`src/rtl/alu_pkg.sv`:
```
// rtl/alu_pkg.sv - shared ALU op encodings, mnemonic codes and mnemonic decoder
package alu_pkg;

    localparam logic [3:0] ALU_AND  = 4'd0;
    localparam logic [3:0] ALU_OR   = 4'd1;
    localparam logic [3:0] ALU_ADD  = 4'd2;
    localparam logic [3:0] ALU_SUB  = 4'd6;
    localparam logic [3:0] ALU_SLT  = 4'd7;
    localparam logic [3:0] ALU_NOR  = 4'd12;
    localparam logic [3:0] ALU_NAND = 4'd13;

    localparam logic [2:0] MNEM_AND  = 3'd0;
    localparam logic [2:0] MNEM_OR   = 3'd1;
    localparam logic [2:0] MNEM_ADD  = 3'd2;
    localparam logic [2:0] MNEM_SUB  = 3'd3;
    localparam logic [2:0] MNEM_SLT  = 3'd4;
    localparam logic [2:0] MNEM_NOR  = 3'd5;
    localparam logic [2:0] MNEM_NAND = 3'd6;
    localparam logic [2:0] MNEM_RSVD = 3'd7;

    typedef struct packed {
        logic       illegal;
        logic [3:0] op;
    } decode_t;

    function automatic decode_t mnem_to_op(input logic [2:0] mnem);
        decode_t d;
        d.illegal = 1'b0;
        d.op      = ALU_AND;
        case (mnem)
            MNEM_AND:  d.op = ALU_AND;
            MNEM_OR:   d.op = ALU_OR;
            MNEM_ADD:  d.op = ALU_ADD;
            MNEM_SUB:  d.op = ALU_SUB;
            MNEM_SLT:  d.op = ALU_SLT;
            MNEM_NOR:  d.op = ALU_NOR;
            MNEM_NAND: d.op = ALU_NAND;
            default:   d.illegal = 1'b1;
        endcase
        return d;
    endfunction

endpackage

```
`src/rtl/sync_fifo.sv`:
```
// rtl/sync_fifo.sv - circular-pointer FIFO storage; occupancy is tracked by the owner
module sync_fifo #(
    parameter int WIDTH = 8,
    parameter int DEPTH = 4
) (
    input  logic             clk,
    input  logic             rst_n,
    input  logic             push,
    input  logic             pop,
    input  logic             flush,
    input  logic [WIDTH-1:0] wdata,
    output logic [WIDTH-1:0] rdata
);

    localparam int PW = (DEPTH > 1) ? $clog2(DEPTH) : 1;

    logic [WIDTH-1:0] mem [DEPTH];
    logic [PW-1:0]    wr_ptr;
    logic [PW-1:0]    rd_ptr;

    // DEPTH is a power of two, so the pointers wrap by plain overflow
    always_ff @(posedge clk or negedge rst_n) begin
        if (!rst_n) begin
            wr_ptr <= '0;
            rd_ptr <= '0;
        end else if (flush) begin
            wr_ptr <= '0;
            rd_ptr <= '0;
        end else begin
            if (push) wr_ptr <= wr_ptr + PW'(1);
            if (pop)  rd_ptr <= rd_ptr + PW'(1);
        end
    end

    always_ff @(posedge clk) begin
        if (push && !flush) mem[wr_ptr] <= wdata;
    end

    assign rdata = mem[rd_ptr];

endmodule

```
`src/rtl/alu_issue_queue.sv`:
```
// rtl/alu_issue_queue.sv - decodes ALU requests, rejects illegal mnemonics, queues the rest
module alu_issue_queue
    import alu_pkg::*;
#(
    parameter int DATA_W = 64,
    parameter int DEPTH  = 4,
    parameter int TAG_W  = 5
) (
    input  logic                     clk,
    input  logic                     rst_n,
    input  logic                     in_valid,
    output logic                     in_ready,
    input  logic [2:0]               in_mnem,
    input  logic [DATA_W-1:0]        in_a,
    input  logic [DATA_W-1:0]        in_b,
    input  logic [TAG_W-1:0]         in_tag,
    input  logic                     flush,
    output logic                     out_valid,
    input  logic                     out_ready,
    output logic [3:0]               out_op,
    output logic [DATA_W-1:0]        out_a,
    output logic [DATA_W-1:0]        out_b,
    output logic [TAG_W-1:0]         out_tag,
    output logic                     illegal,
    output logic [TAG_W-1:0]         illegal_tag,
    output logic [$clog2(DEPTH):0]   count
);

    localparam int CW = $clog2(DEPTH) + 1;
    localparam int EW = 4 + 2 * DATA_W + TAG_W;

    decode_t        dec;
    logic           accept;
    logic           push;
    logic           pop;
    logic [CW-1:0]  count_next;
    logic [EW-1:0]  wdata;
    logic [EW-1:0]  rdata;

    assign dec      = mnem_to_op(in_mnem);
    assign in_ready = (count != CW'(DEPTH));

    // Illegal requests complete the handshake but never occupy a slot
    assign accept = in_valid && in_ready && !flush;
    assign push   = accept && !dec.illegal;
    assign pop    = out_valid && out_ready && !flush;

    always_comb begin
        count_next = count;
        if (flush) begin
            count_next = '0;
        end else begin
            case ({push, pop})
                2'b10:   count_next = count + CW'(1);
                2'b01:   count_next = count - CW'(1);
                default: count_next = count;
            endcase
        end
    end

    // out_valid is registered alongside count so it never depends on a decode of count
    always_ff @(posedge clk or negedge rst_n) begin
        if (!rst_n) begin
            count       <= '0;
            out_valid   <= 1'b0;
            illegal     <= 1'b0;
            illegal_tag <= '0;
        end else begin
            count     <= count_next;
            out_valid <= (count_next != '0);
            illegal   <= accept && dec.illegal;
            if (accept && dec.illegal) illegal_tag <= in_tag;
        end
    end

    assign wdata = {dec.op, in_a, in_b, in_tag};

    sync_fifo #(
        .WIDTH (EW),
        .DEPTH (DEPTH)
    ) u_fifo (
        .clk   (clk),
        .rst_n (rst_n),
        .push  (push),
        .pop   (pop),
        .flush (flush),
        .wdata (wdata),
        .rdata (rdata)
    );

    assign {out_op, out_a, out_b, out_tag} = rdata;

endmodule

```
`config.mk`:
```
export PLATFORM = sky130hd
export DESIGN_NAME = alu_issue_queue
export DESIGN_NICKNAME = d
export VERILOG_FILES = /design/src/rtl/alu_pkg.sv /design/src/rtl/sync_fifo.sv /design/src/rtl/alu_issue_queue.sv
export SDC_FILE = /design/constraint.sdc
export NUM_CORES = 1
export LEC_CHECK = 0
export BUFFER_PORTS_ARGS = -buffer_cell sky130_fd_sc_hd__buf_2
export CAP_MARGIN = 40
export CORE_MARGIN = 3
export CORE_UTILIZATION = 50
export DETAILED_ROUTE_END_ITERATION = 16
export PLACE_DENSITY = 0.74
export SETUP_SLACK_MARGIN = 0.5
export SLEW_MARGIN = 20
export SYNTH_ARGS = -nofsm -noshare
export SYNTH_HDL_FRONTEND = slang
export SYNTH_HIERARCHICAL = 1
export SYNTH_SLANG_ARGS = --single-unit
export TNS_END_PERCENT = 50
```
`constraint.sdc`:
```
create_clock -name clk -period 4.7 [get_ports clk]
set_clock_uncertainty 0.1 [all_clocks]
set_input_delay 0.705 -clock clk [delete_from_list [all_inputs] [get_ports clk]]
set_output_delay 0.705 -clock clk [all_outputs]
set_load 0.02 [all_outputs]
```
Yosys cells after proc, flatten, opt, wreduce, memory -nomap -nowiden. Memories as Yosys holds them, arrays and structs flattened. Cells that the tools add are included.

Add/sub/neg operators: 4. Eq/ne operators: 9. Mux-type cells: 10. Reductions and logical operators: 13.

Operator list (number): $pmux W4 S6 (1); $eq A3 B3 Y1 const B (3); $mux W2 (4); $logic_and A1 B1 Y1 (7); $reduce_or A7 Y1 (1); $eq A3 B2 Y1 const B (2); $pmux W3 S2 (1); $add A2 B1 Y2 const B (2); $reduce_bool A2 Y1 (2); $add A3 B1 Y3 const B (1); $eq A3 B1 Y1 const B (1); $logic_not A3 Y1 (1); $mux W1 (3); $mux W3 (1); $ne A3 B3 Y1 const B (1); $reduce_bool A3 Y1 (1); $sub A3 B1 Y3 const B (1); $eq A2 B1 Y1 const B (1); $eq A2 B2 Y1 const B (1); $logic_not A1 Y1 (1).

Register bits after elaboration: 14. Bits in writable memories: 548. Input port bits: 141. Output and inout port bits: 148. Logic and storage cells: 43. Memories: 1.

Memories: u_fifo.mem (depth 4, bits a word 137, read ports 1, clocked after Yosys merged registers in 0, write ports 1, line sync_fifo.sv:17) `logic [WIDTH-1:0] mem [DEPTH];`.

Logic depth before layout (Yosys ltp). Gate-level depths: netlist of run 1.

Depth after elaboration: 8. Mapped depth: 8. Gate-level depth less buffers: 8.

Hierarchy. Netlist of run 1, hierarchy kept.

Modules (own cells, without submodules): sync_fifo (instances 1, cells an instance 740, area each 20025.5 um^2, seq. area each 16555.9 um^2); alu_issue_queue (instances 1, cells an instance 46, area each 548.0 um^2, seq. area each 250.2 um^2).

Least setup slack after synthesis of run 1. Ideal clock, no wire load.

Kind: input -> register. Start point: in flush. End point: mem u_fifo/mem[0][0] (netlist name), enable pin. Library setup time: 0.513 ns. Arrival time: 4.587 ns. Data required time: 4.087 ns. Path slack: -0.500 ns. Cell stages on the path: 4. Path buffers: 1. Cell sequence: clkbuf_1 -> and4b_2 -> nor2b_1 -> and2_1.

Cells in the longest elaborated chain, start to end: 6.

RTL lines: start: declaration (line alu_issue_queue.sv:17) `input logic flush,`; $logic_not A1 Y1 (line alu_issue_queue.sv:44) `assign accept = in_valid && in_ready && !flush;`; $logic_and A1 B1 Y1 (line alu_issue_queue.sv:44); $logic_and A1 B1 Y1 (line alu_issue_queue.sv:45) `assign push = accept && !dec.illegal;`; via push (line alu_issue_queue.sv:34) `logic push;`; $logic_and A1 B1 Y1 (line sync_fifo.sv:36) `if (push && !flush) mem[wr_ptr] <= wdata;`; $mux W1 (line sync_fifo.sv:36); $mux W1 (not written as such) (line sync_fifo.sv:36); end: declaration (line sync_fifo.sv:17).

The timed path passes the listed nets, and every way through them passes these cells.

Worst setup path after layout of run 1.
Start point: reg u_fifo.rd_ptr[0]. End point: out out_a[27].

Cells in the longest elaborated chain, start to end: 1.

RTL lines: start: declaration (line sync_fifo.sv:19) `logic [PW-1:0] rd_ptr;`; start signal: assignment (line sync_fifo.sv:31) `if (pop) rd_ptr <= rd_ptr + PW'(1);`; $mem_v2 Z4 W137; end: declaration (line alu_issue_queue.sv:21) `output logic [DATA_W-1:0] out_a,`.

No other way between the ends.

==> load_flow_metrics.sql, run 1 <==
INSERT INTO impl_metrics (metric_group, metric, value, unit) VALUES
('critical_path', 'critPathLaunchType', 'register', ''),
('floorplanning', 'core_region_area', '40200', 'um2'),
('timing', 'tightest_slew', '1030', 'ps'),
('floorplanning', 'starting_density', '51.2', '%'),
('floorplanning', 'chipHeight', '209', 'um'),
('power', 'power.share.sequential', '53.7', '%'),
('placement', 'post-dp-hpwl', '23.3', 'mm'),
('logic_synthesis', 'most_used_flip_flop_cell_after_synthesis', 'sky130_fd_sc_hd__edfxtp_1', ''),
('clock_tree', 'clock_sinks', '562', ''),
('global_routing', 'vias_in_the_first_global_route', '9674', ''),
('status', 'outcome', 'finished clean', ''),
('drt', 'detail_route.vias_per_cell', '5.51', ''),
('floorplanning', 'die_x', '209', 'um'),
('floorplanning', 'placementRows', '73', ''),
('global_routing', 'grt_pass1_wl', '59.6', 'mm'),
('power', 'pwr-share-comb', '6.2', '%'),
('logic_synthesis', 'synth_sequential_area_ratio', '81.7', '%'),
('timing', 'rsz0062_at_grt', 'no', ''),
('critical_path', 'worst-endpoint-arrival', '2600', 'ps'),
('clock_tree', 'worst_setup_hold_path_clk_slew', '60', 'ps'),
('clock_tree', 'tritoncts', 'built', ''),
('power', 'sw_frac_of_total', '20.4', '%'),
('placement', 'port_buffers', '288', ''),
('global_routing', 'largest_net_degree_at_the_start_of_global_routing', '100', ''),
('job', 'drv.max_cap_violation_count', '0', ''),
('drt', 'final_antenna_violating_net_count', '0', ''),
('drt', 'detailroute.via_count', '9276', ''),
('drt', 'drt_wl_total', '38.8', 'mm'),
('global_routing', 'grt_overflow_total', '0', ''),
('placement', 'place_congestion', '0.722', ''),
('power', 'power_per_cell_area', '427', 'nW/um2'),
('logic_synthesis', 'synth_enable_flop_cells', '548', ''),
('power', 'fin_total_pwr', '10.4', 'mW'),
('power', 'switching_component_of_the_power', '2.12', 'mW'),
('clock_tree', 'cts.root.buffer_cell', 'sky130_fd_sc_hd__clkbuf_16', ''),
('timing', 'fin_tns_setup', '0', 'ps'),
('logic_synthesis', 'synth-warning-count', '6', ''),
('critical_path', 'critical_path_peak_fanout', '99', ''),
('clock_tree', 'clock_tree.buffer_depth', '3', ''),
('floorplanning', 'design.portCount', '289', ''),
('power', 'clockPowerShare', '40.1', '%'),
('logic_synthesis', 'post_synth_num_cell_types', '33', ''),
('logic_synthesis', 'postSynthNetCount', '933', ''),
('placement', 'placed_cells', '1579', ''),
('cells_and_area', 'area_growth', '18.8', '%'),
('timing', 'final_cycle_share', '72.5', '%'),
('logic_synthesis', 'number_of_storage_elements_in_the_synthesis_netlist', '562', ''),
('clock_tree', 'clock_latency', '570', 'ps'),
('timing', 'period_needed', '3410', 'ps'),
('power', 'ir_drop', '0.000349', 'V'),
('drt', 'drtIter0Drc', '878', ''),
('timing', 'setup_viol', '0', ''),
('cells_and_area', 'stdcell_count', '1683', ''),
('clock_tree', 'cts_hold_buffers', '1', ''),
('power', 'leakagePower', '8.08', 'nW'),
('clock_tree', 'post_cts.repair.setup_buffers', '0', ''),
('floorplanning', 'die-area', '43600', 'um2'),
('logic_synthesis', 'post_synth_instance_area', '20600', 'um2'),
('logic_synthesis', 'syn_avg_cell_area', '26.2', 'um2'),
('cells_and_area', 'post-route-util', '60.8', '%'),
('cells_and_area', 'final.fill_count', '2810', ''),
('clock_tree', 'cts-buffers-inserted', '54', ''),
('timing', 'timing.max_slew.rel_slack', '31.2', '%'),
('global_routing', 'initial_antenna_violation_count', '7', ''),
('timing', 'max_freq', '0.293', 'GHz'),
('worst_hold_path', 'kind_of_path_behind_the_tightest_hold_check', 'in -> reg', ''),
('logic_synthesis', 'synth-async-reset-ratio', '2.49', '%'),
('drt', 'detailedRoute.firstPassIterationCount', '6', ''),
('power', 'internal_power', '8.32', 'mW'),
('logic_synthesis', 'synth_cells', '786', ''),
('clock_tree', 'cts_htree_levels', '2', ''),
('drt', 'drc', '0', ''),
('cells_and_area', 'post_route_cells_drive_above_1_share', '45.5', '%'),
('drt', 'wl_per_cell', '23.0', 'um'),
('critical_path', 'worst-setup-path-type', 'reg -> out', ''),
('cells_and_area', 'final_nets', '1259', ''),
('global_routing', 'groute.usage.overall', '17.9', '%'),
('timing', 'report.final.slew_viol_count', '0', ''),
('timing', 'finalHoldViolCount', '0', ''),
('clock_tree', 'cts.repair.resized', '0', ''),
('critical_path', 'crit_path_end_kind', 'primary output', ''),
('critical_path', 'worst-endpoint-required', '3890', 'ps');
stage by stage:
| step | hold slack [ps] | cell area, um2 | setup WS (ps) |
|---|---|---|---|
| after floorplan | 309 | 20600 | -499 |
| final | 237 | 24400 | 1290 |
| after global placement | 388 | 22700 | 1700 |
| after CTS | 193 | 24400 | 1270 |
| after global routing | 204 | 24400 | 1130 |
| after detailed placement | 391 | 22700 | 1680 |
layer usage:
metal  vias to the layer above  GRT usage [%]  part of all wire (%)
li1                       4044              -                     -
met1                      4819           25.9                    41
met2                       343           27.3                    48
met3                        64           4.80                   8.2
met4                         6           5.89                   2.2
met5                         -              0                 0.093
layout make-up:
type | count | area [um2] | area share, %
multi-input combinational | 189 | 3530 | 14.4
inverter | 3 | 11.3 | 0.0461
antenna | 3 | 7.51 | 0.0307
tap | 525 | 657 | 2.69
clock buffer | 70 | 1430 | 5.86
timing repair buffer | 302 | 1700 | 6.95
sequential | 562 | 16800 | 68.8
clock inverter | 29 | 292 | 1.19
sequential cells by signal, summed over array words and instances, names as in the netlist:
signal	cells
count	3
illegal_tag	5
illegal	1
u_fifo/wr_ptr	2
out_valid	1
u_fifo/mem	548
u_fifo/rd_ptr	2
path summary, 6_finish.rpt:
kind | startpoint | end | slack, ps | cells after the start
setup / recovery | u_fifo/rd_ptr[0] | out_a[27] | 1290 | 3
hold / removal | in_a[49] | u_fifo/mem[3][118] | 240 | 1
setup reg to reg | count[0] | u_fifo/mem[3][60] | 2000 | 6
hold reg to reg | illegal_tag[3] | illegal_tag[3] | 400 | 1
max in group asynchronous | rst_n | u_fifo/rd_ptr[1] | 3780 | 2
min in group asynchronous | rst_n | out_valid | 450 | 2
worst max-delay path, stage by stage, from the launching register on:
cell and delay, ps:
sky130_fd_sc_hd__dfrtp_4 430, sky130_fd_sc_hd__buf_12 450, sky130_fd_sc_hd__mux4_2 640, sky130_fd_sc_hd__buf_2 180
kinds of logic after synthesis:
family          count (synthesis)  share of synthesized area, %
fa+ha+maj                       6                         0.401
flops                         562                          81.7
buf+inv                        35                          1.21
xor+xnor                        5                         0.213
simple gates                   25                         0.705
compound gates                  8                         0.365
mux                           145                          15.4
cell usage after synthesis, drive strengths merged, types with 2 or more instances:
cell type / n / area [um2]
mux2i: 3 / 30.0
mux2: 5 / 56.3
xnor2: 4 / 35.0
o21ai: 2 / 10.0
mux4: 137 / 3090
inv: 3 / 11.3
clkbuf: 2 / 7.51
nand2b: 2 / 12.5
dfrtp: 14 / 350
edfxtp: 548 / 16500
nand2: 3 / 11.3
nor2: 8 / 30.0
buf: 30 / 230
or2b: 2 / 15.0
and2: 4 / 25.0
ha: 5 / 62.6
cell usage in the layout, fill, tap and decap left out, types with 2 or more instances in the layout:
master,Yosys,layout
sky130_fd_sc_hd__nand2_1,3,3
sky130_fd_sc_hd__diode_2,0,3
sky130_fd_sc_hd__mux4_2,137,137
sky130_fd_sc_hd__dfrtp_1,14,12
sky130_fd_sc_hd__mux2i_1,3,3
sky130_fd_sc_hd__nand2b_1,2,2
sky130_fd_sc_hd__dfrtp_4,0,2
sky130_fd_sc_hd__clkinvlp_4,0,3
sky130_fd_sc_hd__ha_1,5,5
sky130_fd_sc_hd__and2_4,0,4
sky130_fd_sc_hd__clkinv_1,0,12
sky130_fd_sc_hd__clkbuf_16,0,55
sky130_fd_sc_hd__bufinv_16,0,6
sky130_fd_sc_hd__clkbuf_1,2,15
sky130_fd_sc_hd__edfxtp_1,548,548
sky130_fd_sc_hd__buf_2,13,288
sky130_fd_sc_hd__nor2_1,8,8
sky130_fd_sc_hd__o21ai_0,2,2
sky130_fd_sc_hd__mux2_2,5,5
sky130_fd_sc_hd__clkinv_2,0,7
sky130_fd_sc_hd__or2b_1,2,2
sky130_fd_sc_hd__buf_12,0,12
sky130_fd_sc_hd__xnor2_1,4,4
sky130_fd_sc_hd__inv_1,3,3
power by group through the flow:
stage	clock network (mW)	logic, mW	registers (mW)
2_1_floorplan	0	0.379	5.73
3_3_place_gp	0	0.647	5.70
3_5_place_dp	0	0.656	5.71
4_1_cts	4.30	0.659	5.60
5_1_grt	4.52	0.699	5.61
6_report	4.19	0.647	5.60
Power figures use the tool's default switching activity.
==> run 2, diff against run 1 <==
==> constraint.sdc (replaced) <==
create_clock -name clk -period 2.8 [get_ports clk]
set_clock_uncertainty 0.1 [all_clocks]
set_input_delay 0.42 -clock clk [delete_from_list [all_inputs] [get_ports clk]]
set_output_delay 0.42 -clock clk [all_outputs]
set_load 0.02 [all_outputs]
==> run 2 against run 1 <==
Worst hold slack worse by 180 ps. Largest cell class unchanged. Combinational power up 120%. Global-route usage up 2.2 points. Flip-flop and latch count unchanged. Register-to-register slack worse by 1400 ps.
==> load_flow_metrics.sql, run 2 (synthesized netlist as in run 1, its figures left out) <==
INSERT INTO impl_metrics (metric_group, metric, value, unit) VALUES
('cells_and_area', 'top_flop_regs', 'u_fifo/mem (548), illegal_tag (5), count (3)', ''),
('floorplanning', 'starting_density', '51.2', '%'),
('timing', 'rsz0062_at_grt', 'yes', ''),
('worst_hold_path', 'kind_of_path_behind_the_tightest_hold_check', 'in -> reg', ''),
('cells_and_area', 'most_flop_heavy_register', 'u_fifo/mem', ''),
('cells_and_area', 'post_route_cells_drive_above_1_share', '43.7', '%'),
('timing', 'tightest_slew', '637', 'ps'),
('global_routing', 'groute.usage.overall', '20.2', '%'),
('cells_and_area', 'layout.area.seq', '16800', 'um2'),
('timing', 'fin_hold_ws', '57.2', 'ps'),
('global_routing', 'grt_overflow_total', '0', ''),
('drt', 'detail_route.vias_per_cell', '5.42', ''),
('floorplanning', 'die-area', '43600', 'um2'),
('clock_tree', 'tritoncts', 'built', ''),
('timing', 'final_cycle_share', '96.1', '%'),
('clock_tree', 'worst_setup_hold_path_clk_slew', '60', 'ps'),
('drt', 'drtIter0Drc', '780', ''),
('cells_and_area', 'area_growth', '30.5', '%'),
('power', 'fin_total_pwr', '18.3', 'mW'),
('timing', 'fin_tns_setup', '0', 'ps'),
('placement', 'post-dp-hpwl', '24.7', 'mm'),
('global_routing', 'initial_antenna_violation_count', '3', ''),
('critical_path', 'worst-endpoint-arrival', '2170', 'ps'),
('timing', 'period_needed', '2690', 'ps'),
('power', 'ir_drop', '0.000593', 'V'),
('power', 'leakagePower', '9.12', 'nW'),
('cells_and_area', 'multi_input_area', '3550', 'um2'),
('timing', 'report.final.slew_viol_count', '0', ''),
('clock_tree', 'clock_latency', '590', 'ps'),
('cells_and_area', 'number_of_flip_flops_under_the_largest_register_name', '548', ''),
('critical_path', 'critical_path_peak_fanout', '6', ''),
('global_routing', 'vias_in_the_first_global_route', '10915', ''),
('cells_and_area', 'final.fill_count', '2530', ''),
('clock_tree', 'cts_htree_levels', '2', ''),
('global_routing', 'largest_net_degree_at_the_start_of_global_routing', '54', ''),
('timing', 'setup_viol', '0', ''),
('placement', 'place_congestion', '0.730', ''),
('critical_path', 'worst-endpoint-required', '2280', 'ps'),
('drt', 'drt_wl_total', '43.1', 'mm'),
('floorplanning', 'design.portCount', '289', ''),
('job', 'drv.max_cap_violation_count', '0', ''),
('critical_path', 'crit_path_end_kind', 'primary output', ''),
('drt', 'wl_per_cell', '23.1', 'um'),
('power', 'power_per_cell_area', '682', 'nW/um2'),
('floorplanning', 'chipHeight', '209', 'um'),
('placement', 'port_buffers', '288', ''),
('worst_hold_path', 'min_path_cells', '3', ''),
('cells_and_area', 'mostFrequentLayoutCells', '548 x sky130_fd_sc_hd__edfxtp_1, 259 x sky130_fd_sc_hd__buf_2, 137 x sky130_fd_sc_hd__mux4_2', ''),
('clock_tree', 'cts-buffers-inserted', '55', ''),
('timing', 'finalHoldViolCount', '0', ''),
('critical_path', 'worst-setup-path-type', 'reg -> out', ''),
('drt', 'detailedRoute.firstPassIterationCount', '4', ''),
('status', 'outcome', 'finished clean', ''),
('drt', 'drc', '0', ''),
('drt', 'detailroute.via_count', '10119', ''),
('drt', 'final_antenna_violating_net_count', '0', ''),
('clock_tree', 'cts.root.buffer_cell', 'sky130_fd_sc_hd__clkbuf_16', ''),
('critical_path', 'critPathLaunchType', 'register', ''),
('floorplanning', 'core_region_area', '40200', 'um2'),
('floorplanning', 'placementRows', '73', ''),
('cells_and_area', 'commonest_non_fill_non_tap_cell_in_the_layout', 'sky130_fd_sc_hd__edfxtp_1', ''),
('timing', 'max_freq', '0.372', 'GHz'),
('timing', 'timing.max_slew.rel_slack', '57.2', '%'),
('clock_tree', 'clock_tree.buffer_depth', '3', ''),
('floorplanning', 'die_x', '209', 'um'),
('clock_tree', 'clock_sinks', '562', ''),
('global_routing', 'grt_pass1_wl', '66.6', 'mm'),
('critical_path', 'worstRegToRegCells', '8', ''),
('cells_and_area', 'final_nets', '1440', '');
[run 2: worst max-delay path, stage by stage, from the launching register on]
cell                      delay (ps)
sky130_fd_sc_hd__dfrtp_4         460
sky130_fd_sc_hd__buf_12          150
sky130_fd_sc_hd__buf_8           140
sky130_fd_sc_hd__buf_16          140
sky130_fd_sc_hd__mux4_2          530
sky130_fd_sc_hd__buf_6           160
[run 2: report_power, final]
group          leakage (nW)  total (mW)  switching, mW  internal (mW)
registers              5.12        9.41         0.0475           9.37
logic                  3.10        1.43          0.717          0.709
clock network         0.900        7.48           2.99           4.50
total                  9.12        18.3           3.75           14.6
[run 2: worst paths after layout]
| kind | from | to | slack [ps] |
|---|---|---|---|
| setup / recovery | u_fifo/rd_ptr[0] | out_a[21] | 110 |
| hold / removal | in_valid | illegal | 60 |
| setup reg to reg | count[1] | count[2] | 580 |
| hold reg to reg | illegal_tag[0] | illegal_tag[0] | 410 |
| max in group asynchronous | rst_n | u_fifo/rd_ptr[0] | 2160 |
| min in group asynchronous | rst_n | u_fifo/rd_ptr[1] | 160 |
[run 2: cell type report]
class	instances	share of cell area, %
Multi-Input combinational cell	189	13.2
Inverter	3	0.0419
Tap cell	525	2.45
Sequential cell	562	62.6
Clock buffer	67	5.37
Clock inverter	35	1.55
Antenna cell	3	0.0280
Timing Repair Buffer	482	14.7
[run 2: repair_timing]
action / in CTS / in global routing
cloned: 7 / 1
gates resized for setup: 62 / 23
buffers inserted: 10 / 1
setup endpoints to repair: 137 / 138
endpoints found under the hold margin: 554 / 0
hold buffers: 135 / 0
[run 2: per-stage QoR]
step	std cells	util [%]	area [um2]	setup slack [ps]
finish	1866	66.8	26800	109
global placement	1607	57.3	23000	542
detailed placement	1607	57.3	23000	524
floorplan	786	-	20600	209
CTS	1861	66.5	26700	71.5
global route	1865	66.8	26800	41.2
[run 2: routing by layer]
metal  vias to the layer above  wire [um]  GRT usage [%]
met4                         0        942           5.94
li1                       4414          -              -
met1                      5295      17400           27.3
met3                        65       2940           4.89
met2                       345      21700           33.2
met5                         -          0              0
